File: config.mk
export PLATFORM = sky130hd
export DESIGN_NAME = wb_trace_buffer
export DESIGN_NICKNAME = d
export VERILOG_FILES = /design/src/rtl/wb_trace_pkg.sv /design/src/rtl/trace_fifo_ram.sv /design/src/rtl/wb_trace_buffer.sv
export SDC_FILE = /design/constraint.sdc
export NUM_CORES = 1
export LEC_CHECK = 0
export ABC_CLOCK_PERIOD_IN_PS = 6600
export CORE_ASPECT_RATIO = 0.6
export CORE_UTILIZATION = 50
export CTS_CLUSTER_SIZE = 28
export DETAILED_ROUTE_END_ITERATION = 6
export PLACE_DENSITY = 0.7
export SETUP_SLACK_MARGIN = 0.02
export SLEW_MARGIN = 10
export SYNTH_ARGS = -nofsm -noshare
export SYNTH_HDL_FRONTEND = slang
export SYNTH_SLANG_ARGS = --single-unit
File: constraint.sdc
create_clock -name clock_i -period 6.6 [get_ports clock_i]
set_input_delay 1.32 -clock clock_i [delete_from_list [all_inputs] [get_ports clock_i]]
set_output_delay 1.32 -clock clock_i [all_outputs]
set_load 0.05 [all_outputs]
File: src/rtl/wb_trace_pkg.sv
// Shared types for the writeback trace unit: FSM encodings, entry field offsets, drop counter width.
// Entry layout, MSB to LSB: {stamp, reg, data}.
package wb_trace_pkg;

    typedef enum logic [1:0] {
        ST_IDLE   = 2'd0,
        ST_RUN    = 2'd1,
        ST_FROZEN = 2'd2
    } trace_state_e;

    localparam int DROPS_WIDTH = 16;
    localparam int DATA_LSB    = 0;

    function automatic int reg_lsb(input int data_w);
        return DATA_LSB + data_w;
    endfunction

    function automatic int stamp_lsb(input int data_w, input int reg_w);
        return reg_lsb(data_w) + reg_w;
    endfunction

endpackage

File: src/rtl/trace_fifo_ram.sv
// DEPTH x WIDTH trace storage, one write port and a registered read port (data 1 cycle after rd_en_i).
// No backpressure: the owner guarantees address legality. Read of the slot being written returns old data.
module trace_fifo_ram #(
    parameter int WIDTH = 53,
    parameter int DEPTH = 16
) (
    input  logic                     clock_i,
    input  logic                     reset_i,
    input  logic                     wr_en_i,
    input  logic [$clog2(DEPTH)-1:0] wr_addr_i,
    input  logic [WIDTH-1:0]         wr_data_i,
    input  logic                     rd_en_i,
    input  logic [$clog2(DEPTH)-1:0] rd_addr_i,
    output logic [WIDTH-1:0]         rd_data_o
);

    logic [WIDTH-1:0] mem_q [DEPTH];
    logic [WIDTH-1:0] rd_data_q;

    always_ff @(posedge clock_i) begin
        if (wr_en_i) begin
            mem_q[wr_addr_i] <= wr_data_i;
        end
    end

    always_ff @(posedge clock_i) begin
        if (reset_i) begin
            rd_data_q <= '0;
        end else if (rd_en_i) begin
            rd_data_q <= mem_q[rd_addr_i];
        end
    end

    assign rd_data_o = rd_data_q;

endmodule

File: src/rtl/wb_trace_buffer.sv
// Writeback trace: stamps committed register writes into a FIFO with arm/trigger/freeze; pop data 1 cycle after rd_en_i.
// Full FIFO drops the new entry, or overwrites the oldest when WB_TRACE_WRAP_EN is defined; drops counted either way.
module wb_trace_buffer
    import wb_trace_pkg::*;
#(
    parameter int DATA_WIDTH     = 32,
    parameter int REG_ADDR_WIDTH = 5,
    parameter int DEPTH          = 16,
    parameter int CYCLE_WIDTH    = 16
) (
    input  logic                                           clock_i,
    input  logic                                           reset_i,
    input  logic                                           wb_en_i,
    input  logic [REG_ADDR_WIDTH-1:0]                      wb_reg_i,
    input  logic [DATA_WIDTH-1:0]                          wb_data_i,
    input  logic                                           arm_i,
    input  logic                                           trig_en_i,
    input  logic [REG_ADDR_WIDTH-1:0]                      trig_reg_i,
    input  logic [DATA_WIDTH-1:0]                          trig_data_i,
    input  logic                                           rd_en_i,
    output logic                                           rd_valid_o,
    output logic [CYCLE_WIDTH+REG_ADDR_WIDTH+DATA_WIDTH-1:0] rd_entry_o,
    output logic [$clog2(DEPTH):0]                         count_o,
    output logic                                           empty_o,
    output logic                                           full_o,
    output logic [1:0]                                     state_o,
    output logic [DROPS_WIDTH-1:0]                         drops_o
);

    localparam int PW      = $clog2(DEPTH);
    localparam int CNTW    = PW + 1;
    localparam int ENTRY_W = stamp_lsb(DATA_WIDTH, REG_ADDR_WIDTH) + CYCLE_WIDTH;

    trace_state_e            state_q;
    logic [PW-1:0]           wr_ptr_q, wr_ptr_d, rd_ptr_q, rd_ptr_d;
    logic [CNTW-1:0]         count_q, count_d;
    logic [CYCLE_WIDTH-1:0]  stamp_q, stamp_d;
    logic [DROPS_WIDTH-1:0]  drops_q, drops_d;
    logic                    rd_valid_q;
    logic                    empty, full, capture, do_pop, do_write, overwrite, lost, trig_hit;
    logic [ENTRY_W-1:0]      wr_entry;

    assign empty    = (count_q == '0);
    assign full     = (count_q == CNTW'(DEPTH));
    // arm discards anything happening in the same cycle, capture and pop alike
    assign capture  = wb_en_i && (wb_reg_i != '0) && (state_q == ST_RUN) && !arm_i;
    assign do_pop   = rd_en_i && !empty && !arm_i;
    assign lost     = capture && full && !do_pop;
    assign trig_hit = capture && trig_en_i && (wb_reg_i == trig_reg_i) && (wb_data_i == trig_data_i);
    assign wr_entry = {stamp_q, wb_reg_i, wb_data_i};

`ifdef WB_TRACE_WRAP_EN
    assign do_write  = capture;
    assign overwrite = lost;
`else
    assign do_write  = capture && !lost;
    assign overwrite = 1'b0;
`endif

    always_comb begin
        wr_ptr_d = wr_ptr_q;
        rd_ptr_d = rd_ptr_q;
        count_d  = count_q;
        stamp_d  = stamp_q;
        drops_d  = drops_q;
        if (arm_i) begin
            wr_ptr_d = '0;
            rd_ptr_d = '0;
            count_d  = '0;
            stamp_d  = '0;
            drops_d  = '0;
        end else begin
            if (state_q == ST_RUN) stamp_d = stamp_q + CYCLE_WIDTH'(1);
            if (do_write) wr_ptr_d = wr_ptr_q + PW'(1);
            if (do_pop || overwrite) rd_ptr_d = rd_ptr_q + PW'(1);
            // an overwrite retires the oldest entry, so occupancy is unchanged
            if (do_write && !overwrite && !do_pop) count_d = count_q + CNTW'(1);
            else if (do_pop && !do_write) count_d = count_q - CNTW'(1);
            if (lost && (drops_q != '1)) drops_d = drops_q + DROPS_WIDTH'(1);
        end
    end

    always_ff @(posedge clock_i) begin
        if (reset_i) begin
            state_q    <= ST_IDLE;
            wr_ptr_q   <= '0;
            rd_ptr_q   <= '0;
            count_q    <= '0;
            stamp_q    <= '0;
            drops_q    <= '0;
            rd_valid_q <= 1'b0;
        end else begin
            wr_ptr_q   <= wr_ptr_d;
            rd_ptr_q   <= rd_ptr_d;
            count_q    <= count_d;
            stamp_q    <= stamp_d;
            drops_q    <= drops_d;
            rd_valid_q <= do_pop;
            if (arm_i) begin
                state_q <= ST_RUN;
            end else if (trig_hit) begin
                state_q <= ST_FROZEN;
            end
        end
    end

    trace_fifo_ram #(
        .WIDTH (ENTRY_W),
        .DEPTH (DEPTH)
    ) u_ram (
        .clock_i   (clock_i),
        .reset_i   (reset_i),
        .wr_en_i   (do_write),
        .wr_addr_i (wr_ptr_q),
        .wr_data_i (wr_entry),
        .rd_en_i   (do_pop),
        .rd_addr_i (rd_ptr_q),
        .rd_data_o (rd_entry_o)
    );

    assign rd_valid_o = rd_valid_q;
    assign count_o    = count_q;
    assign empty_o    = empty;
    assign full_o     = full;
    assign state_o    = state_q;
    assign drops_o    = drops_q;

endmodule

Word-level counts from Yosys, hierarchy flattened
Memory sizes are Yosys's and may differ from the RTL's. A register that Yosys moved wholly into a read port is not among the register bits. Cells that the tools add are included.

Memory bits (writable): 848. Register bits: 48. Memories: 1. Output and inout port bits: 79.

$add $sub $neg: 6. Mux-type cells: 6. Reduce and logical (&&, ||, !) cells: 24. Eq/ne operators: 5.

Memory list: u_ram.mem_q (depth 16, bits a word 53, rd ports 1, clocked after Yosys merged registers in 1, wr ports 1, line trace_fifo_ram.sv:17) `logic [WIDTH-1:0] mem_q [DEPTH];`.

Operator list (count): $add 16x1->16 const B (2); $eq 32x32->1 (1); $ne 16x16->1 const B (1); $logic_and 1x1->1 (14); $mux 5 (2); $add 4x1->4 const B (2); $add 5x1->5 const B (1); $eq 5x5->1 (1); $eq 5x5->1 const B (1); $logic_not 1->1 (5); $logic_not 5->1 (1); $reduce_bool 5->1 (1); $sub 5x1->5 const B (1); $mux 1 (4); $reduce_bool 2->1 (2); $eq 2x1->1 const B (1); $reduce_or 2->1 (1).

Logic depth before layout (Yosys ltp)
Depth after elaboration: 12. Mapped depth: 12.

Hierarchy
From an unflattened synthesis, not the netlist that was laid out.

Cell total of the unflattened synthesis: 2313. Area total of the unflattened synthesis: 37149.4 um2.

By module, submodules not included: trace_fifo_ram (instances 1, cells each 1995, seq. area each 26525.4 um2, area each 34441.8 um2); wb_trace_buffer (instances 1, cells each 318, seq. area each 960.9 um2, area each 2707.6 um2).

Worst setup path before layout
OpenSTA, ideal clock, no wires.

Kind: in2reg. Start point: input arm_i. End point: memory u_ram.mem_q[0][0], enable pin. Slack: 324 ps. Data arrival time: 5747 ps. Stages on the path: 5. Setup time: 529 ps. Required time: 6071 ps. Cells stage by stage: and2b_2 o211ai_2 nor2_1 nand2_1 nor3_1.

Longest elaborated chain between the ends: 8. Elaborated cells between the ends (all ways): 10.

Ends and longest elaborated chain: start, declared (line wb_trace_buffer.sv:16) `input logic arm_i,`; $logic_not 1->1 * (line wb_trace_buffer.sv:46, wb_trace_buffer.sv:47); $logic_and 1x1->1, on equally long branches (line wb_trace_buffer.sv:46, wb_trace_buffer.sv:47); $logic_and 1x1->1 / $logic_not 1->1 (equally long branches) (line wb_trace_buffer.sv:48) `assign lost = capture && full && !do_pop;`; $logic_and 1x1->1 (line wb_trace_buffer.sv:48); $logic_not 1->1 (line wb_trace_buffer.sv:56) `assign do_write = capture && !lost;`; $logic_and 1x1->1 * (line wb_trace_buffer.sv:56); net do_write (line wb_trace_buffer.sv:40) `logic empty, full, capture, do_pop, do_write, overwrite, lost, trig_hit;`; $mux 1 * (line trace_fifo_ram.sv:21) `if (wr_en_i) begin`; $mux 1 (implied by the code) * (line trace_fifo_ram.sv:22) `mem_q[wr_addr_i] <= wr_data_i;`; end, declared (line trace_fifo_ram.sv:17).

Mark *: on every way through the listed nets, which the timed path passes. The rest lies on a longest branch.

Final worst setup path
Start point: input wb_reg_i[1]. End point: register count_q[4] (netlist: count_o[4]).

Longest elaborated chain between the ends: 11. Elaborated cells between the ends (all ways): 13.

Ends and longest elaborated chain: start, declared (line wb_trace_buffer.sv:14) `input logic [REG_ADDR_WIDTH-1:0] wb_reg_i,`; $reduce_bool 5->1 * (line wb_trace_buffer.sv:46) `assign capture = wb_en_i && (wb_reg_i != '0) && (state_q == ST_RUN) && !arm_i;`; $logic_and 1x1->1 * (3 in series) (line wb_trace_buffer.sv:46); $logic_and 1x1->1 (2 in series) (line wb_trace_buffer.sv:48); $logic_not 1->1 (line wb_trace_buffer.sv:56); $logic_and 1x1->1 * (line wb_trace_buffer.sv:56); net do_write (line wb_trace_buffer.sv:40); $logic_not 1->1 (line wb_trace_buffer.sv:78) `else if (do_pop && !do_write) count_d = count_q - CNTW'(1);`; $logic_and 1x1->1 (line wb_trace_buffer.sv:78); $reduce_bool 2->1 (no line); end signal, assigned (line wb_trace_buffer.sv:95) `count_q <= count_d;`; end, declared (line wb_trace_buffer.sv:36) `logic [CNTW-1:0] count_q, count_d;`.

Marked as above. A chain may end at the register's enable or synchronous reset.

==> impl_metrics.json <==
{
  "final_cell_mix": "edfxtp_1, mux4_2, clkdlybuf4s50_1",
  "finalHoldViolCount": 0,
  "syn_area_sq_um": 36100,
  "rows": 75,
  "ioPinCount": 159,
  "grt_start_max_net_pins": 137,
  "relSlewSlack_pct": 21.3,
  "rsz0062_at_grt": "no",
  "synth_edf_count": 848,
  "syn_nets": 1913,
  "synth.area.top_cells": "edfxtp_1, mux4_2, dfxtp_1, a22oi_1, a21oi_1",
  "grt_use_met2_pct": 33.8,
  "synth-adder-area-share_pct": 0.437,
  "drt_iter0_drc": 2155,
  "total_power_uw": 11700,
  "endpoint_kind": "register",
  "die_w_microns": 349,
  "netlist_instances": 1821,
  "die_h_microns": 210,
  "postRouteAntennaNets": 0,
  "top_usage_layer": "met1",
  "cts_num_sinks": 949,
  "critPathRequiredTime_ns": 7.14,
  "postCtsHoldBufs": 0,
  "path_clk_slew_ns": 0.07,
  "vias": 18627,
  "clock.fmax_ghz": 0.212,
  "ys_seq_elements": 949,
  "drv_slew": 0,
  "clock-root-buffer": "clkbuf_16",
  "crit_path_start_kind": "input port",
  "syn_to_final_growth_pct": 15.4,
  "avgSynthCellArea_sq_um": 19.8,
  "drt_first_pass_iters": 5,
  "cts.path.max_buffers": 3,
  "finalSetupTns_ns": 0,
  "muxShareOfSynthArea_pct": 13.4,
  "synth-xor-area-share_pct": 1.36,
  "ir_drop_v": 0.000212,
  "grt_first_pass_wirelength_microns": 123000,
  "leakage_uw": 0.0125,
  "fillCellCount": 5035,
  "ctsResizeCount": 0,
  "grt_usage_pct": 23.2,
  "synth_area_leader_cell": "edfxtp_1",
  "synth_cell_types": 50,
  "synth_top_flop_cell": "edfxtp_1",
  "io_buffers": 158,
  "worst_skew_pair.late_latency_ns": 0.63,
  "grt_overflow_total": 0,
  "postCtsSetupBuffers": 0,
  "cts_tree": "yes",
  "htree_levels": 3,
  "cap_violations": 0,
  "grt_util_met1_pct": 35.8,
  "drive_gt1_share_pct": 19.3,
  "post-route-drc-count": 0,
  "cts_made_buffers": 82,
  "yosysSeqAreaShare_pct": 76.1,
  "worst_pin_slew_ns": 1.18,
  "path_class": "input port to register",
  "hold_class": "register to register",
  "worstPathArrival_ns": 5.27,
  "nets": 2090,
  "synth_top_family_by_area": "multiplexers",
  "vias_per_cell": 6.15,
  "synth_compound_area_share_pct": 4.59,
  "power_density_nw_per_um2": 282,
  "dp_hpwl_microns": 45200,
  "status": "completed",
  "synth_top_area_share_pct": 70.5,
  "setup_viol": 0,
  "final_common_cell": "edfxtp_1",
  "path_max_fanout": 18,
  "synth_warnings": 0,
  "dieArea_sq_um": 73300,
  "synthSimpleGateAreaFrac_pct": 2.82,
  "grt_pass1_vias": 18642,
  "clock_skew_ns": 0.0279,
  "period_minus_slack_ns": 4.73,
  "avgRoutedWirePerCell_microns": 27.6,
  "coreArea_sq_um": 70700,
  "finalWirelength_microns": 83600,
  "grt_use_met3_pct": 5.16,
  "place.gp.congestion": 0.800,
  "antenna_found_initial": 2,
  "timing.final.crit_share_pct": 71.6,
  "start_util_pct": 51.1,
  "async_reset_ff_share_pct": 0
}
-- per-stage QoR --
stage	util, %	cells	worst slack [ns]	instance area [sq um]	hold slack [ns]
floorplan	-	1821	0.324	36100	0.488
global placement	55.2	2876	1.32	39000	0.466
detailed placement	55.2	2876	1.31	39000	0.479
CTS	59.0	3026	1.94	41700	0.493
global route	59.0	3026	1.68	41700	0.515
finish	59.0	3028	1.87	41700	0.489
-- final cells by class --
cell class                 instances  area (sq um)  share of cell area (%)
sequential                       949         27500                    66.0
tap                              962          1200                    2.89
inverter                          12          45.0                   0.108
timing repair buffer             192          1980                    4.76
multi-input combinational        761          8280                    19.9
clock buffer                     105          2210                    5.31
antenna                            2          5.00                  0.0120
clock inverter                    45           438                    1.05
-- metal layers --
layer  routed length, microns  part of all wire [%]  vias up
met1                    36800                    44     9773
met3                     7540                   9.0      106
met4                     1700                   2.0        2
li1                         -                     -     7826
met5                       13                 0.016        -
met2                    37500                    45      920
-- path summary, 6_finish.rpt --
kind | from | end | slack [ns] | cells after the start
worst min register to register | u_ram.rd_data_o[6]$_SDFFE_PP0P_ | u_ram.rd_data_o[6]$_SDFFE_PP0P_ | 0.49 | 2
worst max register to register | state_o[0]$_SDFFE_PP0P_ | u_ram.mem_q[12][8]$_DFFE_PP_ | 3.15 | 7
worst max-delay path | wb_reg_i[1] | count_o[4]$_SDFFE_PP0P_ | 1.87 | 12
worst min-delay path | u_ram.rd_data_o[6]$_SDFFE_PP0P_ | u_ram.rd_data_o[6]$_SDFFE_PP0P_ | 0.49 | 2
-- flip-flops by register name (all words and copies together), names as in the netlist --
register and flops:
u_ram.rd_data_o 53, wr_ptr_q 4, stamp_q 16, u_ram.mem_q 848, drops_o 16, state_o 2
count_o 5, rd_ptr_q 4, rd_valid_o 1
-- Yosys cell counts (all sizes together) (2+ instances only) --
master  number
and3         2
or4          5
nand4       18
nor2       103
ha          11
dfxtp      101
o211ai       2
nor4         6
mux4       212
and2         3
nor2b        6
nand3       13
buf         35
inv         12
a211oi       2
a22oi      106
o21ai       17
nand2b       3
nand2       19
xor2         9
mux2i        5
o31ai        2
or3         14
a21oi      127
xnor2       47
a21o         2
edfxtp     848
a41oi        3
nor3        13
clkbuf      64
-- power by group --
part	internal (uW)	switching, uW
Sequential	6530	17.2
Clock	2690	2100
Combinational	157	243
Total	9380	2360
-- logic make-up after synthesis --
group / Yosys count
muxes: 217
buffers and inverters: 111
xor gates and xnor gates: 56
AOI/OAI and AO/OA: 266
adders and majority gates: 12
and+or+nand+nor: 210
DFF: 949
-- worst max-delay path: stages --
cell and delay [ns]:
clkdlybuf4s50_1 0.76, or4_2 0.83, o211ai_2 0.48, nor2_1 0.24, ha_1 0.27, inv_1 0.14
ha_1 0.29, a21o_1 0.20, a21oi_1 0.18, xnor2_1 0.09, or3_1 0.31, a21oi_1 0.14
(Power assumes the default switching activity.)
==> edit 1 (same settings) <==
Put one more register stage on the output `count_o`, cleared by the reset. The value now appears one clock later. The other outputs are not delayed to match.
--- a/src/rtl/wb_trace_buffer.sv
+++ b/src/rtl/wb_trace_buffer.sv
@@ -120,5 +120,11 @@
 
     assign rd_valid_o = rd_valid_q;
-    assign count_o    = count_q;
+    always_ff @(posedge clock_i) begin
+        if (reset_i) begin
+            count_o <= '0;
+        end else begin
+            count_o <= count_q;
+        end
+    end
     assign empty_o    = empty;
     assign full_o     = full;
Behaviour: not the same (Yosys sat finds a counterexample within 4 cycles, from zero or initial values and one cycle with reset_i high).
==> edit 1 against the unedited design <==
- total power is 0.62% higher
- wire length grew 2.7%
- highest routed layer unchanged
- hold slack barely moved
- synthesized area up 0.17%
- cell area grew 0.35%
- critical endpoint is now count_q[4]$_SDFFE_PP0P_
- worst setup slack better by 0.10 ns
- largest cell class unchanged
- first-iteration DRC count grew 5.2%
- sequential cell count grew 5
==> edit 1: results <==
{
  "cts_buffers": 86,
  "worst_r2r_endpoint": "count_q[4]$_SDFFE_PP0P_",
  "synth_cell_types": 45,
  "dp_hpwl_um": 47200,
  "cts_root_buf": "clkbuf_16",
  "placed_area_mm2": 0.0391,
  "whs_endpoint": "u_ram.rd_data_o[12]$_SDFFE_PP0P_",
  "synth_enable_flop_cells": 848,
  "r2r_start": "count_q[0]$_SDFFE_PP0P_",
  "drt_wl_total_um": 85800,
  "grt_max_degree": 71,
  "grt_pass1_wl_um": 125000,
  "wire_per_inst_um": 28.1,
  "synthTopCellsByArea": "edfxtp_1 (70%), mux4_2 (13%), dfxtp_1 (5.9%), a22oi_1 (2.2%), a21oi_1 (1.7%)",
  "cpMaxStageDelayCell": "o211ai_1",
  "critPathTopFamily": "compound AO/OA/AOI/OAI gates",
  "wl_met2_um": 37900,
  "ff2ff_path_depth": 11,
  "leakagePower_nw": 12.6,
  "final_nets": 2109,
  "ys_seq_area_share_pct": 76.3,
  "dr.first_iter.drc_count": 2268,
  "placedCellCount": 2891,
  "grtUsageTotal_pct": 23.7,
  "hp-start": "u_ram.rd_data_o[12]$_SDFFE_PP0P_",
  "ys.flop_type": "edfxtp_1",
  "syn_nets": 1919,
  "met3_usage_pct": 5.52,
  "worstMarginPinSlew_ns": 1.12,
  "skew_ns": 0.0189,
  "hold_ws_ns": 0.489,
  "critical_path_arrival_ns": 5.18,
  "irDropWorstVdd_mv": 0.181,
  "first_global_vias": 18800,
  "met1_length_um": 37600,
  "viasPerCell": 6.13,
  "r2r_slack_ns": 3.10,
  "grtUsageMet1_pct": 36.4,
  "met3_length_um": 8390,
  "grtUsageMet2_pct": 34.5,
  "drive_gt1_share_pct": 19.4,
  "largest_reg_flops": 848,
  "diodes": 0,
  "netlist_instances": 1827,
  "htreeDepth": 3,
  "synth.cells.most_frequent": "edfxtp_1 (848), mux4_2 (212), a21oi_1 (123)",
  "crit_path_max_incr_delay_ns": 0.70,
  "gp_congestion": 0.797,
  "status": "complete, no violations"
}
[edit 1: cell count changes in the layout (fill, tap and decap cells not counted), moves of 5 or more]
cell,delta
clkinv_1,+5
buf_4,+17
dfxtp_1,+5
or4_1,+5
buf_12,-6
[edit 1: worst min-delay path, stage by stage (launching register included)]
cell     delay, ns
dfxtp_1       0.32
a21oi_1       0.06
nor2_1        0.07
[edit 1: where the power goes]
part | total (mW) | internal, mW | switching, mW
logic | 0.411 | 0.159 | 0.252
clock network | 4.82 | 2.67 | 2.15
registers | 6.57 | 6.56 | 0.0170
[edit 1: worst max-delay path by stage]
stage / endpoint / cells past startpoint
after detailed placement: count_q[4]$_SDFFE_PP0P_ / 13
final: count_q[4]$_SDFFE_PP0P_ / 13
after floorplan: u_ram.mem_q[0][0]$_DFFE_PP_ / 5
after global routing: count_q[4]$_SDFFE_PP0P_ / 13
after CTS: count_q[4]$_SDFFE_PP0P_ / 13
after global placement: count_q[4]$_SDFFE_PP0P_ / 13
[edit 1: final cells by class]
class	count	area, um^2
clock buffer	112	2340
clock inverter	46	348
fill	5014	28900
inverter	11	41.3
multi-input combinational	761	8290
sequential	954	27600
tap	962	1200
timing repair buffer	203	1990
[edit 1: kinds of logic after synthesis]
family	Yosys count	synth area share, %
buf+inv	112	1.18
fa+ha+maj	12	0.436
flops	954	76.3
xor+xnor	60	1.45
mux	217	13.3
compound gates	262	4.51
simple gates	210	2.80
[edit 1: per-stage QoR]
step	utilization (%)	setup slack (ns)
6_report	59.2	1.97
2_1_floorplan	-	0.287
5_1_grt	59.2	1.79
3_5_place_dp	55.4	1.38
4_1_cts	59.2	2.06
3_3_place_gp	55.4	1.44
==> edit 2 (config.mk and constraints unchanged) <==
Without the edit above. Change the parameter `CYCLE_WIDTH` from 16 to 32.
--- a/src/rtl/wb_trace_buffer.sv
+++ b/src/rtl/wb_trace_buffer.sv
@@ -7,5 +7,5 @@
     parameter int REG_ADDR_WIDTH = 5,
     parameter int DEPTH          = 16,
-    parameter int CYCLE_WIDTH    = 16
+    parameter int CYCLE_WIDTH    = 32
 ) (
     input  logic                                           clock_i,
Interface: changed (resized rd_entry_o); port bits go from 159 to 175. No check against the original RTL was run, so the function may have changed too.
==> edit 2 against the unedited design <==
- the flow now finishes with violations (design-rule violations)
- first-iteration DRC count up 12%
- non-clock buffer count is 33 higher
- sequential power grew 30%
- wire length is 31% higher
- hold slack better by 0.0013 ns
- cell area grew 29%
- total power rose by 29%
- global-route usage grew 0.13 points
- worst setup slack gained 0.021 ns
- sequential cell count increased by 288
- synthesized area grew 30%
==> edit 2: results <==
{
  "largest_reg_flops": 1104,
  "synthTopCellsByArea": "edfxtp_1 (71%), mux4_2 (13%), dfxtp_1 (5.7%), a22oi_1 (2.2%), a21oi_1 (1.8%)",
  "setup_viol": 0,
  "cts_buffers": 108,
  "dr.first_iter.drc_count": 2421,
  "viasPerCell": 6.17,
  "grt_pass1_wl_um": 161000,
  "grt_max_degree": 126,
  "placed_area_mm2": 0.0503,
  "syn_nets": 2447,
  "synth_cell_types": 43,
  "synth.cells.most_frequent": "edfxtp_1 (1104), mux4_2 (276), a21oi_1 (165)",
  "firstDrtPassIters": 7,
  "critical_path_arrival_ns": 5.34,
  "gp_congestion": 0.816,
  "synth_enable_flop_cells": 1104,
  "cpMaxStageDelayCell": "clkdlybuf4s50_1",
  "ys_seq_area_share_pct": 76.5,
  "drc": 4,
  "status": "finished with violations",
  "drive_gt1_share_pct": 19.7,
  "fillerInstances": 6533,
  "wire_per_inst_um": 28.3,
  "skew_ns": 0.0228,
  "synth_mux_area_share_pct": 13.4,
  "synth_fa_ha_area_share_pct": 0.364,
  "antenna_found_initial": 1,
  "syn_area_per_cell_um2": 19.9,
  "cts_setup_buffers": 0,
  "clock_path_buffers": 3,
  "cts-resized-gates": 0,
  "violations": "design-rule violations",
  "first_global_vias": 24200,
  "leakagePower_nw": 15.9,
  "final_nets": 2648,
  "dp_hpwl_um": 59300,
  "grtUsageTotal_pct": 23.3,
  "async_flop_share_pct": 0,
  "insertion_delay_ns": 0.70,
  "port_buffers": 174,
  "htreeDepth": 3,
  "cts_root_buf": "clkbuf_16",
  "regMostFlops": "u_ram.mem_q",
  "slew_headroom_pct": 15.7,
  "synth-compound-area-share_pct": 4.43,
  "irDropWorstVdd_mv": 0.207,
  "ant_nets": 0,
  "synth-xor-area-share_pct": 1.29
}
-- edit 2: changes by cell type in the layout (fill, tap and decap cells not counted), moves of 8 or more --
cell,before,now
a22oi_1,106,138
clkdlybuf4s50_1,157,173
nor2_1,90,118
clkbuf_16,84,111
a21oi_1,127,165
xor2_1,9,18
buf_4,22,36
mux4_2,212,276
edfxtp_1,848,1104
dfxtp_1,99,131
or3_1,14,22
clkbuf_8,3,19
clkbuf_1,18,27
-- edit 2: path summary, 6_finish.rpt --
| kind | start | end | slack, ns | depth (start not counted) |
|---|---|---|---|---|
| max | wb_reg_i[3] | count_o[4]$_SDFFE_PP0P_ | 1.90 | 12 |
| min | u_ram.rd_data_o[41]$_SDFFE_PP0P_ | u_ram.rd_data_o[41]$_SDFFE_PP0P_ | 0.49 | 2 |
| max reg2reg | state_o[0]$_SDFFE_PP0P_ | u_ram.mem_q[5][66]$_DFFE_PP_ | 2.70 | 6 |
| min reg2reg | u_ram.rd_data_o[41]$_SDFFE_PP0P_ | u_ram.rd_data_o[41]$_SDFFE_PP0P_ | 0.49 | 2 |
-- edit 2: final cells by class --
| class | count | area share, % |
|---|---|---|
| Clock inverter | 49 | 0.663 |
| Clock buffer | 157 | 5.84 |
| Timing Repair Buffer | 225 | 4.31 |
| Inverter | 16 | 0.112 |
| Tap cell | 1232 | 2.86 |
| Sequential cell | 1237 | 66.6 |
| Multi-Input combinational cell | 967 | 19.6 |
| Antenna cell | 1 | 0.00465 |
-- edit 2: metrics by stage --
stage,power [mW],worst slack (ns),cells,util (%)
2_1_floorplan,8.92,1.09,2354,-
5_1_grt,15.6,1.70,3884,58.4
4_1_cts,15.3,1.97,3883,58.4
3_5_place_dp,9.14,1.23,3677,54.6
3_3_place_gp,9.13,1.35,3677,54.6
6_report,15.2,1.90,3884,58.4
-- edit 2: power by group --
group / internal (mW) / switching, mW / leakage [nW]
Combinational: 0.178 / 0.287 / 3.47
Clock: 3.43 / 2.79 / 1.72
Sequential: 8.49 / 0.0201 / 10.8
-- edit 2: logic make-up after synthesis --
| group | count (synthesis) |
|---|---|
| XOR/XNOR | 69 |
| flip-flops | 1237 |
| multiplexers | 281 |
| adder cells (fa/ha/maj) | 13 |
| buffers and inverters | 150 |
| AO/OA/AOI/OAI | 337 |
| AND/OR/NAND/NOR | 267 |
-- edit 2: metal layers --
| layer | up-vias | wire length (um) | GRT usage [%] |
|---|---|---|---|
| li1 | 10100 | - | - |
| met4 | 0 | 2850 | 7.34 |
| met2 | 1089 | 52200 | 36.3 |
| met1 | 12600 | 46000 | 34.0 |
| met3 | 136 | 8610 | 3.95 |
| met5 | - | 0 | 0 |
-- edit 2: tightest hold or removal path: stages, from the launching register on --
cell and delay, ns:
dfxtp_1 0.33, a21oi_1 0.06, nor2_1 0.07
